## config.mk

```make
export PLATFORM = sky130hd
export DESIGN_NAME = store_aligner
export DESIGN_NICKNAME = d
export VERILOG_FILES = /design/src/rtl/store_aligner.sv
export SDC_FILE = /design/constraint.sdc
export NUM_CORES = 1
export LEC_CHECK = 0
export ABC_AREA = 1
export BUFFER_PORTS_ARGS = -buffer_cell sky130_fd_sc_hd__buf_2
export CORE_MARGIN = 4
export CORE_UTILIZATION = 61
export DETAILED_ROUTE_END_ITERATION = 12
export PLACE_DENSITY = 0.95
export SETUP_SLACK_MARGIN = 0.1
export SLEW_MARGIN = 40
export SYNTH_ARGS = -nofsm -noshare
export SYNTH_HDL_FRONTEND = slang
export SYNTH_SLANG_ARGS = --single-unit
```

## constraint.sdc

```tcl
create_clock -name clk -period 4.9 [get_ports clk]
set_input_delay 0.245 -clock clk [delete_from_list [all_inputs] [get_ports clk]]
set_output_delay 0.245 -clock clk [all_outputs]
set_load 0.01 [all_outputs]
```

## src/rtl/store_aligner.sv

```systemverilog
// store_aligner: turns one store request into one or two word-aligned,
// little-endian write beats with byte enables. A store that straddles a word
// boundary is split into two consecutive beats. The request side is
// back-pressured until the last beat has been accepted.
module store_aligner #(
  parameter int ADDR_W   = 32,
  parameter bit SPLIT_EN = 1'b1
) (
  input  logic              clk,
  input  logic              rst_n,
  input  logic              clk_en,
  input  logic              req_valid,
  output logic              req_ready,
  input  logic [4:0]        opcode,
  input  logic [ADDR_W-1:0] addr,
  input  logic [31:0]       data,
  output logic              mem_valid,
  input  logic              mem_ready,
  output logic [ADDR_W-1:0] mem_addr,
  output logic [31:0]       mem_wdata,
  output logic [3:0]        mem_be,
  output logic              busy,
  output logic              is_misaligned,
  output logic              done
);

  typedef enum logic [1:0] {
    ST_IDLE  = 2'd0,
    ST_BEAT1 = 2'd1,
    ST_BEAT2 = 2'd2
  } state_t;

  localparam logic [ADDR_W-1:0] WORD_STEP = ADDR_W'(3'd4);

  state_t state_r, state_nx_s;

  // Request decode
  logic              op_valid_s;
  logic [2:0]        size_s;
  logic [3:0]        mask_s;
  logic [1:0]        off_s;
  logic              split_s;
  logic [ADDR_W-1:0] base_s;
  logic [31:0]       wdata1_s;
  logic [31:0]       wdata2_s;
  logic [7:0]        be_wide_s;
  logic [3:0]        be1_s;
  logic [3:0]        be2_s;

  // Handshakes (only count with the clock enable high)
  logic accept_s;
  logic hs_s;

  // Output and second-beat holding registers
  logic              mem_valid_r;
  logic [ADDR_W-1:0] mem_addr_r;
  logic [31:0]       mem_wdata_r;
  logic [3:0]        mem_be_r;
  logic              busy_r;
  logic              mis_r;
  logic              done_r;
  logic              split_r;
  logic [ADDR_W-1:0] b2_addr_r;
  logic [31:0]       b2_wdata_r;
  logic [3:0]        b2_be_r;

  // Decode opcode class and compute both beats' lane placement up front
  always_comb begin
    op_valid_s = 1'b0;
    size_s     = 3'd0;
    mask_s     = 4'b0000;
    case (opcode)
      5'd3, 5'd4, 5'd5: begin
        op_valid_s = 1'b1;
        size_s     = 3'd4;
        mask_s     = 4'b1111;
      end
      5'd6, 5'd7, 5'd8: begin
        op_valid_s = 1'b1;
        size_s     = 3'd2;
        mask_s     = 4'b0011;
      end
      5'd9, 5'd10, 5'd11: begin
        op_valid_s = 1'b1;
        size_s     = 3'd1;
        mask_s     = 4'b0001;
      end
      default: begin
        op_valid_s = 1'b0;
        size_s     = 3'd0;
        mask_s     = 4'b0000;
      end
    endcase
    off_s     = addr[1:0];
    // off+size never exceeds 7, so 3 bits hold the sum
    split_s   = op_valid_s && (({1'b0, off_s} + size_s) > 3'd4);
    base_s    = {addr[ADDR_W-1:2], 2'b00};
    wdata1_s  = data << {off_s, 3'b000};
    // Shift of 32 (off=0) yields zero; that beat is never issued anyway
    wdata2_s  = data >> (6'd32 - {1'b0, off_s, 3'b000});
    be_wide_s = {4'b0000, mask_s} << off_s;
    be1_s     = be_wide_s[3:0];
    be2_s     = mask_s >> (3'd4 - {1'b0, off_s});
  end

  assign accept_s = req_valid && (state_r == ST_IDLE) && clk_en;
  assign hs_s     = mem_valid_r && mem_ready && clk_en;

  // Next-state logic for the beat sequencer
  always_comb begin
    state_nx_s = state_r;
    case (state_r)
      ST_IDLE: begin
        if (accept_s && op_valid_s) begin
          state_nx_s = ST_BEAT1;
        end else begin
          state_nx_s = ST_IDLE;
        end
      end
      ST_BEAT1: begin
        if (hs_s) begin
          if (split_r && SPLIT_EN) begin
            state_nx_s = ST_BEAT2;
          end else begin
            state_nx_s = ST_IDLE;
          end
        end else begin
          state_nx_s = ST_BEAT1;
        end
      end
      ST_BEAT2: begin
        if (hs_s) begin
          state_nx_s = ST_IDLE;
        end else begin
          state_nx_s = ST_BEAT2;
        end
      end
      default: begin
        state_nx_s = ST_IDLE;
      end
    endcase
  end

  // State register; clk_en is already folded into the handshakes
  always_ff @(posedge clk or negedge rst_n) begin
    if (!rst_n) begin
      state_r <= ST_IDLE;
    end else begin
      state_r <= state_nx_s;
    end
  end

  // Beat fields, status flags and the latched second beat
  always_ff @(posedge clk or negedge rst_n) begin
    if (!rst_n) begin
      mem_valid_r <= 1'b0;
      mem_addr_r  <= '0;
      mem_wdata_r <= 32'h0000_0000;
      mem_be_r    <= 4'b0000;
      busy_r      <= 1'b0;
      mis_r       <= 1'b0;
      done_r      <= 1'b0;
      split_r     <= 1'b0;
      b2_addr_r   <= '0;
      b2_wdata_r  <= 32'h0000_0000;
      b2_be_r     <= 4'b0000;
    end else if (clk_en) begin
      done_r <= 1'b0;
      case (state_r)
        ST_IDLE: begin
          if (accept_s) begin
            mis_r <= split_s;
            if (op_valid_s) begin
              mem_valid_r <= 1'b1;
              mem_addr_r  <= base_s;
              mem_wdata_r <= wdata1_s;
              mem_be_r    <= be1_s;
              busy_r      <= 1'b1;
              split_r     <= split_s;
              b2_addr_r   <= base_s + WORD_STEP;
              b2_wdata_r  <= wdata2_s;
              b2_be_r     <= be2_s;
            end
          end
        end
        ST_BEAT1: begin
          if (hs_s) begin
            if (split_r && SPLIT_EN) begin
              mem_addr_r  <= b2_addr_r;
              mem_wdata_r <= b2_wdata_r;
              mem_be_r    <= b2_be_r;
            end else begin
              mem_valid_r <= 1'b0;
              busy_r      <= 1'b0;
              done_r      <= 1'b1;
            end
          end
        end
        ST_BEAT2: begin
          if (hs_s) begin
            mem_valid_r <= 1'b0;
            busy_r      <= 1'b0;
            done_r      <= 1'b1;
          end
        end
        default: begin
          mem_valid_r <= 1'b0;
          busy_r      <= 1'b0;
        end
      endcase
    end
  end

  assign req_ready     = (state_r == ST_IDLE);
  assign mem_valid     = mem_valid_r;
  assign mem_addr      = mem_addr_r;
  assign mem_wdata     = mem_wdata_r;
  assign mem_be        = mem_be_r;
  assign busy          = busy_r;
  assign is_misaligned = mis_r;
  assign done          = done_r;

endmodule
```

-- Yosys cells after proc, flatten, opt, wreduce, memory -nomap -nowiden
Memory sizes are Yosys's and may differ from the RTL's.
Index checks and enable logic that the tools add are counted.
- magnitude comparators: 1
- add/subtract/negate cells: 4
- reduce and logical (&&, ||, !) cells: 12
- mux-type cells: 31
- shift operators: 4
- eq/ne operators: 8
- operators by type and width (kind ; number):
    32-bit 2-to-1 mux ; 8
    32-bit case mux with 2 select lines ; 2
    32-bit by 3-bit adder with 32-bit output (second input constant) ; 1
    32-bit by 5-bit left shift with 32-bit output ; 1
    32-bit by 6-bit right shift with 32-bit output ; 1
    4-bit 2-to-1 mux ; 4
    6-bit AND reduction ; 2
    1-bit 2-to-1 mux ; 9
    8-bit 2-to-1 mux ; 1
    2-bit inequality test (second input constant) ; 4
    4-bit case mux with 2 select lines ; 1
    1-bit logical AND ; 6
    2-bit 2-to-1 mux ; 3
    2-bit case mux with 3 select lines ; 1
    6-bit by 5-bit subtractor with 6-bit output (first input constant) ; 1
    2-bit by 1-bit inequality test with 1-bit output (second input constant) ; 2
    4-bit AND reduction ; 1
    4-bit by 2-bit left shift with 4-bit output ; 1
    4-bit by 3-bit right shift with 4-bit output ; 1
    2-bit by 3-bit adder with 3-bit output ; 1
    3-bit > comparator (second input constant) ; 1
    1-bit case mux with 3 select lines ; 1
    3-bit AND reduction ; 1
    3-bit by 2-bit subtractor with 3-bit output (first input constant) ; 1
    5 further kinds ; 5
- word-level logic and storage cells: 72
- flip-flop bits (word level): 142
- output and inout port bits: 73
- bits in read-only memories: 128
- memories kept: 1
- bits of input ports: 74
- memory list (memory ; words ; bits a word ; rd ports ; clocked after memory_dff ; write ports ; RTL line ; source):
    (name not given) ; 16 ; 8 ; 1 ; 0 ; 0 ; 72 ; case (opcode)

-- Depth between registers and ports, before layout
Gate-level depths: netlist (run 1).
- word-level depth: 6
- mapped depth: 13
- mapped depth without buffers: 11

-- Worst setup path after synthesis (run 1)
No wires, ideal clock.
- kind: in2reg
- start: input port addr[0]
- end: register b2_wdata_r[5]
- library setup time: 0.087 ns
- slack: 2.833 ns
- cell stages on the path: 10
- data arrival time: 1.980 ns
- required time: 4.813 ns
- buffers on the path: 3
- cell sequence: buf_2 clkinv_1 buf_2 ha_1 inv_1 nand2_1 inv_1 nand2_1 buf_2 o211ai_1
- cells in the longest elaborated chain, start to end: 2
- ends and longest elaborated chain (what ; RTL line ; source):
    from (decl) ; 15 ; input logic [ADDR_W-1:0] addr,
    6-bit by 5-bit subtractor with 6-bit output ; 100 ; wdata2_s = data >> (6'd32 - {1'b0, off_s, 3'b000});
    32-bit by 6-bit right shift with 32-bit output ; 100 ;
    to (signal assigned) ; 181 ; b2_wdata_r <= wdata2_s;
    to (decl) ; 64 ; logic [31:0] b2_wdata_r;
Every way passes these cells.
A chain may end at the register's enable or synchronous reset.

-- Worst setup path after layout (run 1)
- start: register state_r[1]
- end: register mem_wdata_r[21] (netlist: mem_wdata[21])
- cells in the longest elaborated chain, start to end: 5
- elaborated cells between the ends (all ways): 11
- those cells by class: eq/ne: 5; mux: 1; reduce/logical: 5
- ends and longest elaborated chain (what ; RTL line ; source):
    from (decl) ; 35 ; state_t state_r, state_nx_s;
    from (signal assigned) ; 149 ; state_r <= state_nx_s;
    2-bit zero test ; 106, 169 ;
    1-bit logical AND (2 in series) ; 106 ; assign accept_s = req_valid && (state_r == ST_IDLE) && clk_en;
    2-bit by 1-bit inequality test with 1-bit output (no source line) ; - ;
    6-bit AND reduction (no source line) ; - ;
    to (signal assigned) ; 176 ; mem_wdata_r <= wdata1_s;
    to (signal assigned) ; 190 ; mem_wdata_r <= b2_wdata_r;
    to (decl) ; 57 ; logic [31:0] mem_wdata_r;
Several ways; a longest one is shown, not always the timed one.

==> metrics.md, run 1 <==
| Metric | Value |
|---|---|
| Clock Latency Late Sink | 0.42 ns |
| Mapped Cells | 1131 |
| Via count | 7967 |
| Core Area | 12570 µm² |
| Initial DRC count | 970 |
| Crit path time final | between 2 and 3 ns |
| Rows | 41 |
| Post-route DRC | 0 |
| RSZ-0062 raised after global routing | false |
| Synth top area share | 0.4435 |
| Register area | 3453 µm² |
| Clk root buf | clkbuf_16 |
| Worst-Margin Slew | 0.7082 ns |
| Leak Pwr | 0.005227 µW |
| Critical path arrival | roughly 3.1 ns |
| Slew headroom | 0.5278 |
| Die area | 14640 µm² |
| Wire per inst | 15.29 µm |
| Initial Util | 0.6195 |
| Pin count of the biggest net entering global routing | 91 |
| Post-synth top area cell | dfrtp_1 |
| Worst setup path endpoint | mem_wdata[21] |
| Mapped Avg Cell Area | 6.884 µm² |
| First-pass GRT wire length | 35560 µm |
| Grt ovf | 0 |
| Clock skew | between 0.007 and 0.008 ns |
| Nets@finish | 1330 |
| Reg2Reg Launch Point | state_r[1] |
| Post-DP HPWL | 14810 µm |
| Power Density | about 300 nW/µm² |
| Number of setup buffers added after CTS | 0 |
| Reg2reg end | mem_wdata[21] |
| Final Instance Area | about 9100 µm² |
| CP startpoint | state_r[1] |
| Max-slew violation count | 0 |
| Synth top area cells | dfrtp_1, nand2_1, o21ai_0 |
| Number of buffers created by CTS | 17 |
| Vias in the first global route | about 7400 |
| WL final | 21890 µm |
| EDFF count, synth | 0 |
| Global placement routability congestion | 1.023 |
| Max-capacitance violation count | 0 |
| Fin util | 0.7275 |
| Mapped Area | ~7800 µm² |
| Post-synth cell types | 36 |
| Ys flop type | dfrtp_1 |
| Status | completed |
| Async set-reset flop share out of synthesis | 1.000 |
| Layout area overhead | 17.44% |
| Period utilisation layout | 0.5682 |
| Cell Area, Placed | 8497 µm² |
| #FFs+latches synth | 138 |
| Final Hold Viols | 0 |
| Worst endpoint required time | 5.26 ns |
| Top Ports | 147 |
| Worst setup EP type | flip-flop |
| Chip width | 121.0 µm |
| Yosys warns | 0 |
| Fmax | 359.2 MHz |
| Synth cell count leaders | nand2_1, dfrtp_1, inv_1 |
| Internal reg-to-reg setup slack | 2.12 ns |
| Multi-input gate area | roughly 3700 µm² |
| First-pass detailed-route iteration total | 6 |
| Max IR drop VDD | 196.9 µV |
| Crit start category | flip-flop |
| Finish-stage setup viols | 0 |
| Share of layout cells above drive strength 1 | 0.1509 |
| Detail Route Antenna Nets | 0 |
| Height of the die | 121.0 µm |
| CTS H-Tree Depth | 4 |
| Crit-path max FO | 67 |
| Antenna violations before repair | 0 |
| Post-synthesis sequential area ratio | 0.4435 |
| Worst-path clk slew | 0.06 ns |
| Hold Crit Class | in2reg |
| PortBufs | approximately 140 |
| Antenna diodes | 0 |
| Clock sink count | approximately 140 |
| Critical path type | reg2reg |
| Total GRT Usage | 0.3048 |
| Count leader, synth | nand2_1 |
| Clock Path Buffers | 2 |
| CTS tree | built |
| Vias per inst | 5.567 |
| Layout fillers | slightly above 1000 |
| Post-Route Setup TNS | 0 ns |
| R2R cell count | 10 |
kinds of logic (layout without fill, tap and decap cells):
family | after synthesis | count (layout) | share of synthesized area
buf+inv | 146 | 273 | 0.08260
compound gates | 163 | 163 | 0.1154
flops | 138 | 138 | 0.4435
other cells | 1 | 2 | 0.0004816
xor+xnor | 12 | 12 | 0.01350
fa+ha+maj | 8 | 8 | 0.01382
simple gates | 663 | 663 | 0.3307
worst min path at each step:
| stage | cells after the start | end | from |
|---|---|---|---|
| finish | 2 | done | clk_en |
| global route | 2 | done | clk_en |
| CTS | 2 | done | clk_en |
| detailed placement | 1 | mem_addr[16] | rst_n |
| global placement | 1 | mem_addr[16] | rst_n |
| floorplan | 0 | b2_addr_r[10] | rst_n |
routing by layer:
metal / vias up / share of wire / global-route usage
met5: - / 0 / 0
li1: 3793 / - / -
met1: 3630 / 0.42 / 0.4188
met3: 82 / 0.10 / 0.08531
met4: 0 / 0.035 / 0.1268
met2: 462 / 0.45 / 0.4564
cells in the final DEF (no fill, tap or decap), types with 17 or more instances in the layout:
cell       Yosys  final
nor2_1        74     72
buf_2         22    143
o22ai_1       20     20
clkbuf_16      0     17
dfrtp_1      138    138
a21oi_1       28     28
nand2_1      534    534
inv_1         87     87
nand3_1       47     47
o21ai_0       86     86
worst max-delay path, cell delays in order (launching register included):
cell and delay (ns):
dfrtp_1 0.40, inv_1 0.10, ha_2 0.19, buf_4 0.55, nand2_1 0.14, nand2_1 0.11
nand2_1 0.08, nor2_4 0.14, buf_4 0.54, o21ai_0 0.33, nand2_1 0.13
what timing repair did:
item | 4_1_cts | 5_1_grt
gates resized for setup | 0 | 0
hold endpoints to repair | 89 | 0
hold buffers | 1 | 0
registers in the layout, summed over array words and instances (netlist names):
register / cells
busy: 1
b2_wdata_r: 32
b2_be_r: 4
split_r: 1
mem_addr: 30
mem_be: 4
is_misaligned: 1
b2_addr_r: 30
done: 1
mem_wdata: 32
state_r: 2
area by class of cell:
cell class                 count  area share
tap                          172     0.02354
sequential                   138      0.3777
timing repair buffer         151     0.08580
clock inverter                12     0.02189
clock buffer                  18     0.04693
inverter                      92     0.03831
multi-input combinational    848      0.4059
metrics by stage:
stage / hold slack, ns / setup slack (ns) / std cells / total power, µW
global route: 0.1057 / 1.960 / 1431 / 2838
CTS: 0.07600 / 2.094 / 1431 / 2758
global placement: 0.3660 / 2.126 / 1400 / 1387
detailed placement: 0.3632 / 2.113 / 1400 / 1390
floorplan: -0.05059 / 2.833 / 1132 / 1285
finish: 0.07770 / 2.116 / 1431 / 2761
power breakdown:
group	leakage [µW]	switching, µW	internal [µW]
clock network	0.000298	485	895
logic	0.00312	169	71.2
registers	0.00181	0.0000000000000108	1140
total	0.00523	654	2110
(Power assumes the default switching activity.)
==> inputs of run 2 (changes only) <==
--- a/config.mk
+++ b/config.mk
@@ -8,9 +8,9 @@
 export ABC_AREA = 1
 export BUFFER_PORTS_ARGS = -buffer_cell sky130_fd_sc_hd__buf_2
 export CORE_MARGIN = 4
-export CORE_UTILIZATION = 61
+export CORE_UTILIZATION = 51
 export DETAILED_ROUTE_END_ITERATION = 12
-export PLACE_DENSITY = 0.95
+export PLACE_DENSITY = 0.86
 export SETUP_SLACK_MARGIN = 0.1
 export SLEW_MARGIN = 40
 export SYNTH_ARGS = -nofsm -noshare
==> constraint.sdc (replaced) <==
create_clock -name clk -period 2.3 [get_ports clk]
set_input_delay 0.115 -clock clk [delete_from_list [all_inputs] [get_ports clk]]
set_output_delay 0.115 -clock clk [all_outputs]
set_load 0.01 [all_outputs]
==> metrics.md, run 2 (synthesized netlist as in run 1, its figures left out) <==
| Metric | Value |
|---|---|
| Height of the die | approximately 130 µm |
| Clock Path Buffers | 2 |
| Leading cell types in the layout, fill and taps excluded | nand2_1, buf_2, dfrtp_1 |
| Final Hold Viols | 0 |
| Chip width | 131.6 µm |
| Reg2Reg Launch Point | state_r[1] |
| Buffers plus inverters on the worst setup path | 2 |
| WL final | between 20000 and 25000 µm |
| Clk root buf | clkbuf_16 |
| Share of layout cells above drive strength 1 | 0.1639 |
| Crit path time final | 2.056 ns |
| Layout area overhead | 20.07% |
| Layout fillers | 1379 |
| Clock Latency Late Sink | 0.43 ns |
| R2R cell count | 9 |
| Antenna violations before repair | 0 |
| Worst endpoint required time | 2.67 ns |
| Multi-input gate area | 3711 µm² |
| Max IR drop VDD | 587.6 µV |
| Clock skew | 0.006064 ns |
| Clock share of power | 0.483 |
| Global placement routability congestion | 0.9555 |
| Wire per inst | between 15 and 20 µm |
| Finish-stage setup viols | 0 |
| Antenna diodes | 0 |
| Worst-path clk slew | 0.06 ns |
| Post-DP HPWL | 15900 µm |
| Core Area | 14750 µm² |
| First-pass detailed-route iteration total | 6 |
| Worst setup path endpoint | b2_be_r[1] |
| First-pass GRT wire length | approximately 38000 µm |
| Worst setup EP type | flip-flop |
| Crit start category | flip-flop |
| Reg2reg end | b2_be_r[1] |
| Vias in the first global route | around 7700 |
| Register area | 3453 µm² |
| Reg power frac | 0.423 |
| Crit-path slowest cell | dfrtp_1 |
| Max-slew violation count | 0 |
| Critical path arrival | 2.42 ns |
| Worst path most repeated cell | nand2_1 |
| PortBufs | roughly 140 |
| Status | completed |
| Rows | 44 |
| Clock sink count | 138 |
| Initial Util | 0.5277 |
| CTS tree | built |
| Post-route DRC | 0 |
| Crit-path max FO | 28 |
| Initial DRC count | between 800 and 900 |
| Total GRT Usage | 0.2708 |
| Combinational share of power | 0.094 |
| Pin count of the biggest net entering global routing | 67 |
| Max-capacitance violation count | 0 |
| Fmax | 486.3 MHz |
| Die area | 17310 µm² |
| Leak Pwr | 0.005324 µW |
| Crit-path cells | inv_1 -> ha_2 -> nand3_2 -> nor2_4 -> buf_6 -> nand2_2 -> a21oi_1 -> nand2_1 -> nand2_1 |
| Critical path's top delay family | simple AND/OR/NAND/NOR gates |
| Critical path type | reg2reg |
| Int Pwr | 4321 µW |
| RSZ-0062 raised after global routing | true |
| Sw Pwr | 1420 µW |
| Worst slack at placement | -0.1713 ns |
| Most common cell after layout, fill and taps aside | nand2_1 |
| Hold Crit Class | in2reg |
| Top Ports | 147 |
| Internal reg-to-reg setup slack | 0.24 ns |
| Hold Slack | 0.007987 ns |
| Vias per inst | 5.457 |
| Sw frac | 0.2473 |
| Power Density | 614.1 nW/µm² |
| Critical path's largest stage delay | 0.40 ns |
| Period utilisation layout | 0.8940 |
| Worst-Margin Slew | 0.6674 ns |
| Critical Path Stages | 9 |
| CP startpoint | state_r[1] |
| Grt ovf | 0 |
| Via count | 7995 |
| Detail Route Antenna Nets | 0 |
| Final setup margin | approximately 0.24 ns |
| Slew headroom | 0.5546 |
| Number of buffers created by CTS | 17 |
| CTS H-Tree Depth | 4 |
| Nets@finish | 1350 |
-- run 2: changes by cell type in the layout (fill, tap and decap cells not counted), sizes merged --
cell         previous run  this run
clkinvlp                3         4
inv                    90        89
clkinv                  6         9
clkbuf                 19        20
dlygate4sd3             1         6
buf                   149       164
bufinv                  5         3
-- run 2: area by class of cell --
type	count	area share
sequential	138	0.3694
multi-input combinational	848	0.3969
tap	184	0.02463
clock buffer	19	0.04738
clock inverter	13	0.01619
inverter	92	0.03814
timing repair buffer	171	0.1073
-- run 2: how the worst min path moves through the flow --
stage / from / end / slack, ns / cells after the start
3_5_place_dp: rst_n / mem_wdata[3] / 0.13 / 1
6_report: addr[31] / b2_addr_r[31] / 0.008 / 5
2_1_floorplan: rst_n / b2_addr_r[10] / -0.18 / 0
5_1_grt: addr[7] / b2_addr_r[7] / 0.03 / 3
4_1_cts: addr[31] / b2_addr_r[31] / 0.002 / 5
3_3_place_gp: rst_n / mem_wdata[3] / 0.12 / 1
-- run 2: power by group through the flow --
stage                     clock network (µW)  logic, µW  registers [µW]
final                                   2770        542            2430
after floorplan                            0        264            2470
after global placement                     0        507            2470
after global routing                    2920        602            2430
after CTS                               2800        522            2430
after detailed placement                   0        510            2470
-- run 2: metrics by stage --
stage                     TNS [ns]  power (µW)  instances  area, µm²    util
after floorplan                  0        2737       1132       7790       -
after global placement    -0.04663        2979       1423       8597  0.5827
after detailed placement   -0.7837        2982       1423       8605  0.5832
after CTS                        0        5751       1461       9271  0.6284
after global routing             0        5948       1465       9349  0.6337
final                            0        5741       1465       9349  0.6337
-- run 2: metal layers --
metal | vias up | track usage | part of all wire
met5 | - | 0 | 0
met4 | 0 | 0.1079 | 0.029
met3 | 66 | 0.06346 | 0.091
met2 | 418 | 0.4152 | 0.44
met1 | 3685 | 0.3739 | 0.43
li1 | 3826 | - | -
-- run 2: timing repair --
item / CTS / global route
gates resized for setup: 4 / 7
hold buffers: 6 / 0
buffers inserted: 0 / 3
gates cloned: 0 / 1
endpoints found under the setup margin: 81 / 80
endpoints found under the hold margin: 60 / 0
-- run 2: worst reg2reg max path: stages (launching register included) --
cell and delay (ns):
dfrtp_1 0.40, inv_1 0.10, ha_2 0.27, nand3_2 0.14, nor2_4 0.25, buf_6 0.27
nand2_2 0.23, a21oi_1 0.19, nand2_1 0.09, nand2_1 0.06
